[config.mk]
export PLATFORM = sky130hd
export DESIGN_NAME = znew_seq
export DESIGN_NICKNAME = d
export VERILOG_FILES = /design/src/rtl/znew_seq.sv
export SDC_FILE = /design/constraint.sdc
export NUM_CORES = 1
export LEC_CHECK = 0
export CAP_MARGIN = 40
export CORE_MARGIN = 1.5
export CORE_UTILIZATION = 49
export DETAILED_ROUTE_END_ITERATION = 12
export GPL_TIMING_DRIVEN = 0
export PLACE_DENSITY = 0.86
export RECOVER_POWER = 25
export SETUP_SLACK_MARGIN = 0.1
export SLEW_MARGIN = 20
export SYNTH_ARGS = -nofsm -noshare
export SYNTH_HDL_FRONTEND = slang
export SYNTH_SLANG_ARGS = --single-unit
export TNS_END_PERCENT = 5
[constraint.sdc]
create_clock -name clk -period 3 [get_ports clk]
set_input_delay 0.3 -clock clk [delete_from_list [all_inputs] [get_ports clk]]
set_output_delay 0.3 -clock clk [all_outputs]
set_load 0.02 [all_outputs]
[src/rtl/znew_seq.sv]
// znew_seq: CORDIC angle-path sequencer.
// Steps a binary-angle accumulator through ITER micro-rotations.
module znew_seq #(
   parameter int WIDTH = 16,
   parameter int ITER  = 14
) (
   input  logic             clk,
   input  logic             reset,
   input  logic             start,
   input  logic             mode,
   input  logic [WIDTH-1:0] z0,
   input  logic             ysign,
   input  logic             stop,
   output logic [WIDTH-1:0] z,
   output logic             zsign,
   output logic [4:0]       iter,
   output logic             sub,
   output logic             busy,
   output logic             done
);

   typedef enum logic {
      IDLE,
      RUN
   } state_t;

   localparam int SH = 32 - WIDTH;
   localparam logic [4:0] LAST = 5'(ITER - 1);

   state_t           state;
   logic             mode_q;
   logic [31:0]      c;
   logic [WIDTH-1:0] step;
   logic [WIDTH-1:0] opnd;
   logic [WIDTH-1:0] sum;

   // Arctangent table, 2^31 = pi; entry 0 is fixed at 2^28.
   function automatic logic [31:0] atan_c(input logic [4:0] i);
      logic [31:0] r;
      r = 32'h0;
      case (i)
         5'd0:    r = 32'h1000_0000;
         5'd1:    r = 32'h12E4_051E;
         5'd2:    r = 32'h09FB_385B;
         5'd3:    r = 32'h0511_11D4;
         5'd4:    r = 32'h028B_0D43;
         5'd5:    r = 32'h0145_D7E1;
         5'd6:    r = 32'h00A2_F61E;
         5'd7:    r = 32'h0051_7C55;
         5'd8:    r = 32'h0028_BE53;
         5'd9:    r = 32'h0014_5F2F;
         5'd10:   r = 32'h000A_2F98;
         5'd11:   r = 32'h0005_17CC;
         5'd12:   r = 32'h0002_8BE6;
         5'd13:   r = 32'h0001_45F3;
         5'd14:   r = 32'h0000_A2FA;
         5'd15:   r = 32'h0000_517D;
         5'd16:   r = 32'h0000_28BE;
         5'd17:   r = 32'h0000_145F;
         5'd18:   r = 32'h0000_0A30;
         5'd19:   r = 32'h0000_0518;
         5'd20:   r = 32'h0000_028C;
         5'd21:   r = 32'h0000_0146;
         5'd22:   r = 32'h0000_00A3;
         5'd23:   r = 32'h0000_0051;
         default: r = 32'h0;
      endcase
      return r;
   endfunction

   // Look up the full-precision constant for the current step.
   always_comb begin
      c = atan_c(iter);
   end

   // Scale the constant to WIDTH bits with round-half-up.
   if (SH == 0) begin : g_full
      assign step = c[WIDTH-1:0];
   end else begin : g_round
      logic [32:0] rnd;
      logic        unused_bits;
      assign rnd  = {1'b0, c} + (33'd1 << (SH - 1));
      assign step = rnd[SH +: WIDTH];
      assign unused_bits = ^{rnd[32], rnd[SH-1:0]};
   end

   // Direction: sign of z in rotation, sign of y in vectoring.
   always_comb begin
      sub = 1'b0;
      if (state == RUN) begin
         sub = mode_q ? ysign : ~z[WIDTH-1];
      end
   end

   // One adder: invert operand and carry in for subtraction.
   always_comb begin
      opnd = step ^ {WIDTH{sub}};
      sum  = z + opnd + {{(WIDTH-1){1'b0}}, sub};
   end

   assign zsign = z[WIDTH-1];
   assign busy  = (state == RUN);

   // Sequencer: load on start, step per edge, pulse done at the end.
   always_ff @(posedge clk) begin
      if (reset) begin
         state  <= IDLE;
         z      <= '0;
         iter   <= '0;
         mode_q <= 1'b0;
         done   <= 1'b0;
      end else begin
         done <= 1'b0;
         if (!stop) begin
            case (state)
               IDLE: begin
                  if (start) begin
                     z      <= z0;
                     iter   <= '0;
                     mode_q <= mode;
                     state  <= RUN;
                  end
               end
               RUN: begin
                  z <= sum;
                  if (iter == LAST) begin
                     iter  <= '0;
                     done  <= 1'b1;
                     state <= IDLE;
                  end else begin
                     iter <= iter + 5'd1;
                  end
               end
               default: state <= IDLE;
            endcase
         end
      end
   end

endmodule

**Word level (Yosys, flattened, before mapping)**

Memories as Yosys holds them, arrays and structs flattened. A register that Yosys moved wholly into a read port is not among the register bits.
Index checks and enable logic that the tools add are counted.

- Register bits: 24
- ROM bits: 928
- Bits of input ports: 22
- Output and inout bits: 25
- Logic and storage cells: 32
- Memories kept: 1

Memory list:

| memory | depth | bits a word | rd ports | clocked after Yosys merged registers in | write ports | RTL line | text |
|---|---|---|---|---|---|---|---|
| (name not given) | 32 | 29 | 1 | 1 | 0 | 41 | `case (i)` |

- $add $sub $neg: 4
- Eq/ne operators: 2
- Muxes and demuxes: 13
- Bitwise gates (word level): 4
- Reductions and logical operators: 3

Operator list:

| kind | count |
|---|---|
| $add A32 B16 Y32 const B | 1 |
| $pmux W16 S2 | 1 |
| $mux W5 | 4 |
| $add A16 B1 Y16 | 1 |
| $add A16 B16 Y16 | 1 |
| $mux W16 | 1 |
| $xor A16 B16 Y16 | 1 |
| $pmux W5 S2 | 1 |
| $add A5 B1 Y5 const B | 1 |
| $eq A5 B4 Y1 const B | 1 |
| $mux W1 | 5 |
| $not A1 Y1 | 3 |
| $reduce_and A3 Y1 | 1 |
| $reduce_or A3 Y1 | 1 |
| $ne A2 B2 Y1 const B | 1 |
| $pmux W1 S2 | 1 |
| $reduce_and A2 Y1 | 1 |

**Logic depth before layout (Yosys ltp)**

- Depth in word-level cells: 7
- Mapped depth: 13
- Mapped depth without buffers: 13

**Worst setup path before layout**

Ideal clock, no wire load.

- Path kind: reg2reg
- From: reg z[15]
- To: reg z[14]
- Setup time: 86 ps
- Data arrival time: 3145 ps
- Setup slack: -231 ps
- Cell stages (with the launch flop): 12
- Period minus slack after synthesis: 3231 ps
- Cells stage by stage: dfxtp_1 nor2_1 o21ai_1 buf_2 xnor2_1 fa_1 a21o_1 a221oi_2 o221ai_2 a311oi_2 xor2_1 a211oi_1

- Word-level cells in the longest chain between the ends: 7

Ends and longest elaborated chain:

| what | RTL line | text |
|---|---|---|
| start: declaration | 14 | `output logic [WIDTH-1:0] z,` |
| start signal: assignment | 118 | `z <= z0;` |
| start signal: assignment | 125 | `z <= sum;` |
| $not A1 Y1 * | 91 | `sub = mode_q ? ysign : ~z[WIDTH-1];` |
| $mux W1 * | 91 |  |
| $mux W1 * | 90 | `if (state == RUN) begin` |
| $xor A16 B16 Y16 | 97 | `opnd = step ^ {WIDTH{sub}};` |
| $add A16 B16 Y16 | 98 | `sum = z + opnd + {{(WIDTH-1){1'b0}}, sub};` |
| $add A16 B1 Y16 * | 98 |  |
| $pmux W16 S2 * | 115 | `case (state)` |

Every way passes the cells marked *; elsewhere a longest branch is shown, timed or not.
A chain may end at the register's enable or synchronous reset.

**Worst setup path in the final report**

- From: reg mode_q
- To: reg z[14]

- Word-level cells in the longest chain between the ends: 6

Ends and longest elaborated chain:

| what | RTL line | text |
|---|---|---|
| start: declaration | 31 | `logic mode_q;` |
| start signal: assignment | 120 | `mode_q <= mode;` |
| $mux W1 * | 91 |  |
| $mux W1 * | 90 |  |
| $xor A16 B16 Y16 | 97 |  |
| $add A16 B16 Y16 | 98 |  |
| $add A16 B1 Y16 * | 98 |  |
| $pmux W16 S2 * | 115 |  |

Marks and branches as above.

==> summary.txt <==
Worst R2R Start - mode_q
Top-Level Pins - 47
Cell Pwr Density - 366 mW/mm²
worst skew pair latency - 0.30 ns
Die Height - 81.7 µm
die area - 0.00667 mm²
routed wire length - 9300 µm
Mapped Area - 0.00303 mm²
Synth Register Bits - 38
Sw Share - 32.8%
fmax - 0.333 GHz
Hold Path Class - input port to flop
Hold Crit Start - stop
Worst-path clk slew - 0.08 ns
worst setup margin - -0.00340 ns
CTS Root Cell - clkbuf_8
first-pass detailed-route iteration total - 6
cts bufs inserted - 5
synthesized instance count - 370
CTS hold repair buffers - 0
fin crit share - 100%
xor-xnor portion of the synthesized cell area - 11.0%
EDFF count, synth - 0
Clock power frac - 30.8%
Slew Viols, Final - 0
Setup CP Type - flop to flop
status - complete, but fails checks
number of port buffers - 45
clk_skew - 0.00211 ns
Leak - 1.54 nW
Yosys warnings - 0
die width - 81.7 µm
layout cells sized above 1 - 17.6%
post-synthesis mux area share - 1.36%
drc violations - 0
GPL Wtd Cong - 0.967
nets@finish - 482
Final Hold Fails - 0
worst-path maximum fanout - 5
initial antenna violation count - 0
Worst Path Required - 3.17 ns
GRT Resource Usage Total - 26.8%
Net Count, Synth - 416
first-pass GRT wire length - 13700 µm
H-tree Lvls - 2
Worst R2R Path Depth - 12
most instantiated cells after synthesis - 38 x dfxtp_1, 34 x nor2_1, 33 x nand2_1
failing checks - setup timing
Clock Tree Buf Depth - 2
Yosys top cell area share - 25.1%
Yosys cell types - 68
post-synthesis simple-gate area fraction - 19.4%
TritonCTS clock tree - done
Max-cap violations - 0
CP endpoint kind - flop
row count - 28
HPWL after detailed placement - 6240 µm
adder-cell share of the synthesized area - 10.1%
Place WS - -0.716 ns
largest cells by area after synthesis - dfxtp_1 25%, ha_1 9.5%, xnor2_1 6.9%
NetSw - 479 µW
via count - 3215
Hold EP - z[12]
final core utilization - 67.0%
number of global-route vias before repair - 2911
Slew HR - 49.3%
compound-gate portion of the synthesized area - 27.6%
WHS Path Cells - 3
R2R Setup Slk - -0.003 ns
asr flop ratio synth - 0%
setup violators final - 1
Post-DRT Antenna Nets - 0
Seq pwr share - 38.0%
# diodes - 0
Initial Util - 50.9%
Worst Tran Pin Value - 0.760 ns
RSZ-0062 raised after global routing - yes
sequential share of the synthesized area - 25.1%
min cycle time layout - 3.00 ns
P&R area growth vs syn - 31.4%
WP data arrival - 3.17 ns
largest net degree at the start of global routing - 14
Starting DRT DRC Count - 319
leading area contributor after synthesis - dfxtp_1
total power - 1.46 mW
mean routed wirelength per cell - 18.2 µm
average via count per standard cell - 6.28
Power Internal - 980 µW
Comb power frac - 31.2%
top_reg_cell synth - dfxtp_1
syn avg cell area - 8.20 µm²
startpoint types - flop
TritonCTS Sinks - 38
reg2reg end - z[14]
Core ar. - 0.00596 mm²
Max rail drop VDD - 0.293 mV
most frequent cell after synthesis - dfxtp_1
post-route setup TNS - -0.00340 ns
main combinational cell family by area after synthesis - compound AO/OA/AOI/OAI gates
total gr overflow - 0
-- kinds of logic (layout without fill, tap and decap cells) --
kind of cell,after synthesis,count (layout)
simple gates,121,121
mux,4,4
buf+inv,32,99
flops,38,38
compound gates,113,113
fa+ha+maj,24,24
xor+xnor,38,38
-- state kept, by name, indices dropped and copies added, names as in the netlist --
| signal | cells |
|---|---|
| done | 1 |
| z | 16 |
| busy | 1 |
| iter | 5 |
| mode_q | 1 |
| c | 14 |
-- power by group through the flow --
| stage | clock, mW | sequential, mW | combinational [mW] |
|---|---|---|---|
| 3_5_place_dp | 0 | 0.564 | 0.385 |
| 3_3_place_gp | 0 | 0.563 | 0.373 |
| 2_1_floorplan | 0 | 0.580 | 0.238 |
| 5_1_grt | 0.469 | 0.557 | 0.485 |
| 4_1_cts | 0.450 | 0.553 | 0.412 |
| 6_report | 0.449 | 0.554 | 0.455 |
-- cell type report --
class	count	area (µm²)
clock buffer	5	68.8
timing repair buffer	60	569
buffer	17	124
clock inverter	3	45.0
inverter	14	52.6
fill	426	1970
multi-input combinational	300	2260
tap	75	93.8
sequential	38	773
-- through the flow --
| stage | hold WS [ns] | std cells | instance area, µm² |
|---|---|---|---|
| after detailed placement | 0.483 | 490 | 3590 |
| after floorplan | 0.436 | 370 | 3050 |
| after global routing | 0.380 | 512 | 3990 |
| final | 0.344 | 512 | 3990 |
| after CTS | 0.321 | 506 | 3820 |
| after global placement | 0.471 | 490 | 3590 |
-- timing repair --
item / 4_1_cts / 5_1_grt
setup buffers: 8 / 7
pin swaps: 13 / 20
gates cloned: 0 / 0
gates resized for setup: 17 / 32
endpoints found under the setup margin: 11 / 12
-- per-layer routing --
metal / part of all wire [%] / vias up / global-route usage [%]
li1: - / 1478 / -
met2: 47 / 210 / 45.1
met4: 5.4 / 0 / 15.6
met3: 7.3 / 53 / 4.33
met1: 40 / 1474 / 32.1
met5: 0 / - / 0
-- worst max-delay path by stage --
| stage | start | to | cells after the start | slack [ns] |
|---|---|---|---|---|
| 2_1_floorplan | z[15] | z[14] | 11 | 0.11 |
| 3_3_place_gp | ysign | z[14] | 12 | -0.66 |
| 3_5_place_dp | ysign | z[14] | 12 | -0.72 |
| 4_1_cts | z[15] | z[14] | 11 | 0.06 |
| 5_1_grt | mode_q | z[12] | 13 | -0.19 |
| 6_report | mode_q | z[14] | 12 | -0.003 |
-- critical path, stage by stage, from the launching register on --
cell and delay, ns:
dfxtp_2 0.34, and2_4 0.15, o21ai_4 0.28, buf_6 0.16, xor2_2 0.14, xnor2_1 0.16
ha_2 0.33, and3_4 0.18, a221oi_4 0.34, o221ai_2 0.19, a311oi_2 0.31, xor2_1 0.20
a211oi_1 0.09
-- layout by cell type, fill, tap and decap left out, types with 4 or more instances in the layout --
cell,instances
buf_4,15
buf_6,7
a221oi_1,4
clkbuf_1,5
nor3_1,4
nor2_1,30
clkbuf_8,5
a21boi_0,4
nand4_1,4
o21ai_0,16
dlygate4sd3_1,14
xor2_1,12
dfxtp_1,32
a21oi_1,24
ha_1,19
xnor2_1,22
a311oi_1,4
o22ai_1,10
nand3_1,15
nand2b_1,4
nand2_1,33
and3_1,4
inv_1,14
dfxtp_2,4
nand3b_1,4
clkdlybuf4s50_1,30
Note: power is estimated with default switching activity, not from simulation.
==> edit: new RTL, same flow settings <==
Add an input register stage for `start`, `mode`, `z0`, `ysign` and `stop`, without a reset; this delays them by one clock.
--- a/src/rtl/znew_seq.sv
+++ b/src/rtl/znew_seq.sv
@@ -27,4 +27,18 @@
    localparam int SH = 32 - WIDTH;
    localparam logic [4:0] LAST = 5'(ITER - 1);
+
+   logic start_q;
+   logic mode_r;
+   logic [WIDTH-1:0] z0_q;
+   logic ysign_q;
+   logic stop_q;
+
+   always_ff @(posedge clk) begin
+      start_q <= start;
+      mode_r  <= mode;
+      z0_q    <= z0;
+      ysign_q <= ysign;
+      stop_q  <= stop;
+   end
 
    state_t           state;
@@ -89,5 +103,5 @@
       sub = 1'b0;
       if (state == RUN) begin
-         sub = mode_q ? ysign : ~z[WIDTH-1];
+         sub = mode_q ? ysign_q : ~z[WIDTH-1];
       end
    end
@@ -112,11 +126,11 @@
       end else begin
          done <= 1'b0;
-         if (!stop) begin
+         if (!stop_q) begin
             case (state)
                IDLE: begin
-                  if (start) begin
-                     z      <= z0;
+                  if (start_q) begin
+                     z      <= z0_q;
                      iter   <= '0;
-                     mode_q <= mode;
+                     mode_q <= mode_r;
                      state  <= RUN;
                   end
Formal check against the unedited RTL: not equivalent (a bounded check fails within 4 cycles, from zero or initial values and one cycle with reset high).
==> edit against the original RTL <==
The flow finishes with violations (design-rule violations, negative setup slack). Clock skew is 0.0082 ns higher. Sequential cell count is 20 higher. Cell area is 11% higher. Power is 48% higher. Area after synthesis is 9.3% higher. Worst setup slack worse by 0.14 ns. Fmax is 4.6% lower. Routed wire length is 1.7% higher. Combinational power is 6.8% higher.
==> edit: results (changes against the original RTL) <==
| Metric | Value |
|---|---|
| Setup-failing EPs final | 5 (was 1) |
| First-pass GRT wire length | 15000 um (was 13700 um) |
| CTS clk-pin slew, worst paths | 0.07 ns |
| Crit-path max FO | 5 (unchanged) |
| Leakage | 0.00177 uW (was 0.00154 uW) |
| Antenna violations before repair | 0 (unchanged) |
| Pre-Repair DR Iteration Count | 9 (was 6) |
| Final WL | 9450 um (was 9300 um) |
| Layout cells sized above 1 | 16.6% (was 17.6%) |
| Failing checks | design-rule violations, negative setup slack (was negative setup slack) |
| Routed via count | 3274 (was 3215) |
| Detailed Place HPWL | 6310 um (was 6240 um) |
| Post-Synthesis Cells | 385 (was 370) |
| Status | complete, but fails checks (unchanged) |
| TritonCTS Buffers | 9 (was 5) |
| Largest net degree at the start of global routing | 11 (was 14) |
| Placed insts | 508 (was 490) |
| RD Place Congestion | 0.967 (about the same) |
| CTS root buffer | clkbuf_8 (unchanged) |
| Vias in the first global route | 3097 (was 2911) |
| Syn_nets | 431 (was 416) |
| WL/cell | 17.6 um (was 18.2 um) |
| VDD IR max | 0.000369 V (was 0.000293 V) |
| Synth top area cells | dfxtp_1 35%, ha_1 8.7%, xnor2_1 6.9% (was dfxtp_1 25%, ha_1 9.5%, xnor2_1 6.9%) |
| Port Buffers | 46 (was 45) |
| Nets@finish | 500 (was 482) |
| Synth unique cells | 65 (was 68) |
| # DRC | 5 (was 0) |
| Most frequent cells after synthesis | 58 x dfxtp_1, 33 x nand2_1, 31 x nor2_1 (was 38 x dfxtp_1, 34 x nor2_1, 33 x nand2_1) |
| Skew-Pair Late Insertion Delay | 0.36 ns (was 0.30 ns) |
| DRT iter0 DRCs | 226 (was 319) |
| Setup TNS | -0.272 ns (was -0.00340 ns) |
| H-tree lvl count | 3 (was 2) |
| Switching power | 617 uW (was 479 uW) |
| WP data arrival | 3.42 ns (was 3.17 ns) |
| Post-DP Area | 3910 um^2 (was 3590 um^2) |
| Post-synthesis sequential area ratio | 35.0% (was 25.1%) |
| Clock skew | 0.0103 ns (was 0.00211 ns) |
| Final Worst Setup Slack | -0.147 ns (was -0.00340 ns) |
| Gr usage total | 26.6% (was 26.8%) |
| Hold Path Class | in2reg (unchanged) |
| Slew HR | 50.7% (was 49.3%) |
## edit: cell types whose count changed after synthesis, sizes merged, moves of 4 or more
cell    delta
dfxtp     +20
a21oi      -8
nor3       +6
xor2       -5
a211oi     +4
nor2       -4
## edit: final timing paths
path,startpoint,cells past startpoint,to,slack [ns]
hold reg to reg,mode_r$_DFF_P_,2,mode_q$_SDFFE_PP0P_,0.44
hold / removal,z0[7],1,z0_q[7]$_DFF_P_,0.44
setup / recovery,mode_q$_SDFFE_PP0P_,13,z[15]$_SDFFE_PP0P_,-0.15
setup reg to reg,mode_q$_SDFFE_PP0P_,13,z[15]$_SDFFE_PP0P_,-0.15
## edit: layout make-up
cell class / instances / area, um^2
Inverter: 16 / 61.3
Tap cell: 77 / 96.3
Fill cell: 526 / 2050
Sequential cell: 58 / 1170
Multi-Input combinational cell: 295 / 2190
Clock buffer: 13 / 190
Buffer: 16 / 90.1
Timing Repair Buffer: 58 / 579
Clock inverter: 3 / 42.5
## edit: metal layers
metal / vias to the layer above / GRT usage [%] / routed length (um)
met5: - / 0 / 0
met4: 0 / 11.4 / 331
met3: 34 / 7.30 / 767
met2: 162 / 43.7 / 4450
met1: 1535 / 32.8 / 3910
li1: 1543 / - / -
## edit: logic make-up (layout without fill, tap and decap cells)
kind of cell / Yosys count / after routing / synth area share [%]
compound gates: 116 / 116 / 24.8
xor+xnor: 35 / 35 / 9.24
fa+ha+maj: 24 / 24 / 9.28
buf+inv: 32 / 106 / 4.11
flops: 58 / 58 / 35.0
mux: 3 / 3 / 0.981
simple gates: 117 / 117 / 16.6
## edit: power by group through the flow
stage	Combinational, uW	Clock [uW]	Sequential, uW
floorplan	255	0	874
global placement	399	0	857
detailed placement	408	0	858
CTS	454	830	841
global route	519	873	848
finish	486	827	843
## edit: what timing repair did
item,CTS,global route
endpoints found under the setup margin,10,10
hold buffers,0,0
pin swaps,18,15
setup buffers,9,2
gates cloned,1,0
resized for setup,14,19
## edit: through the flow
stage | util, % | hold slack (ns) | power, uW | worst slack (ns)
2_1_floorplan | - | 0.328 | 1130 | 0.0911
3_3_place_gp | 60.5 | 0.426 | 1260 | -0.203
3_5_place_dp | 60.5 | 0.441 | 1270 | -0.251
4_1_cts | 66.7 | 0.378 | 2130 | 0.0736
5_1_grt | 68.3 | 0.437 | 2240 | -0.162
6_report | 68.3 | 0.439 | 2160 | -0.147
## edit: worst max-delay path: stages, from the launching register on
cell and delay, ns:
dfxtp_2 0.33, or2_4 0.27, nand2_4 0.09, nand2_4 0.08, buf_12 0.16, xnor2_2 0.14, xnor2_1 0.32, ha_1 0.32
a21o_1 0.19, a211o_1 0.32, a21oi_2 0.20, a311oi_2 0.14, or3_4 0.37, a31oi_1 0.15
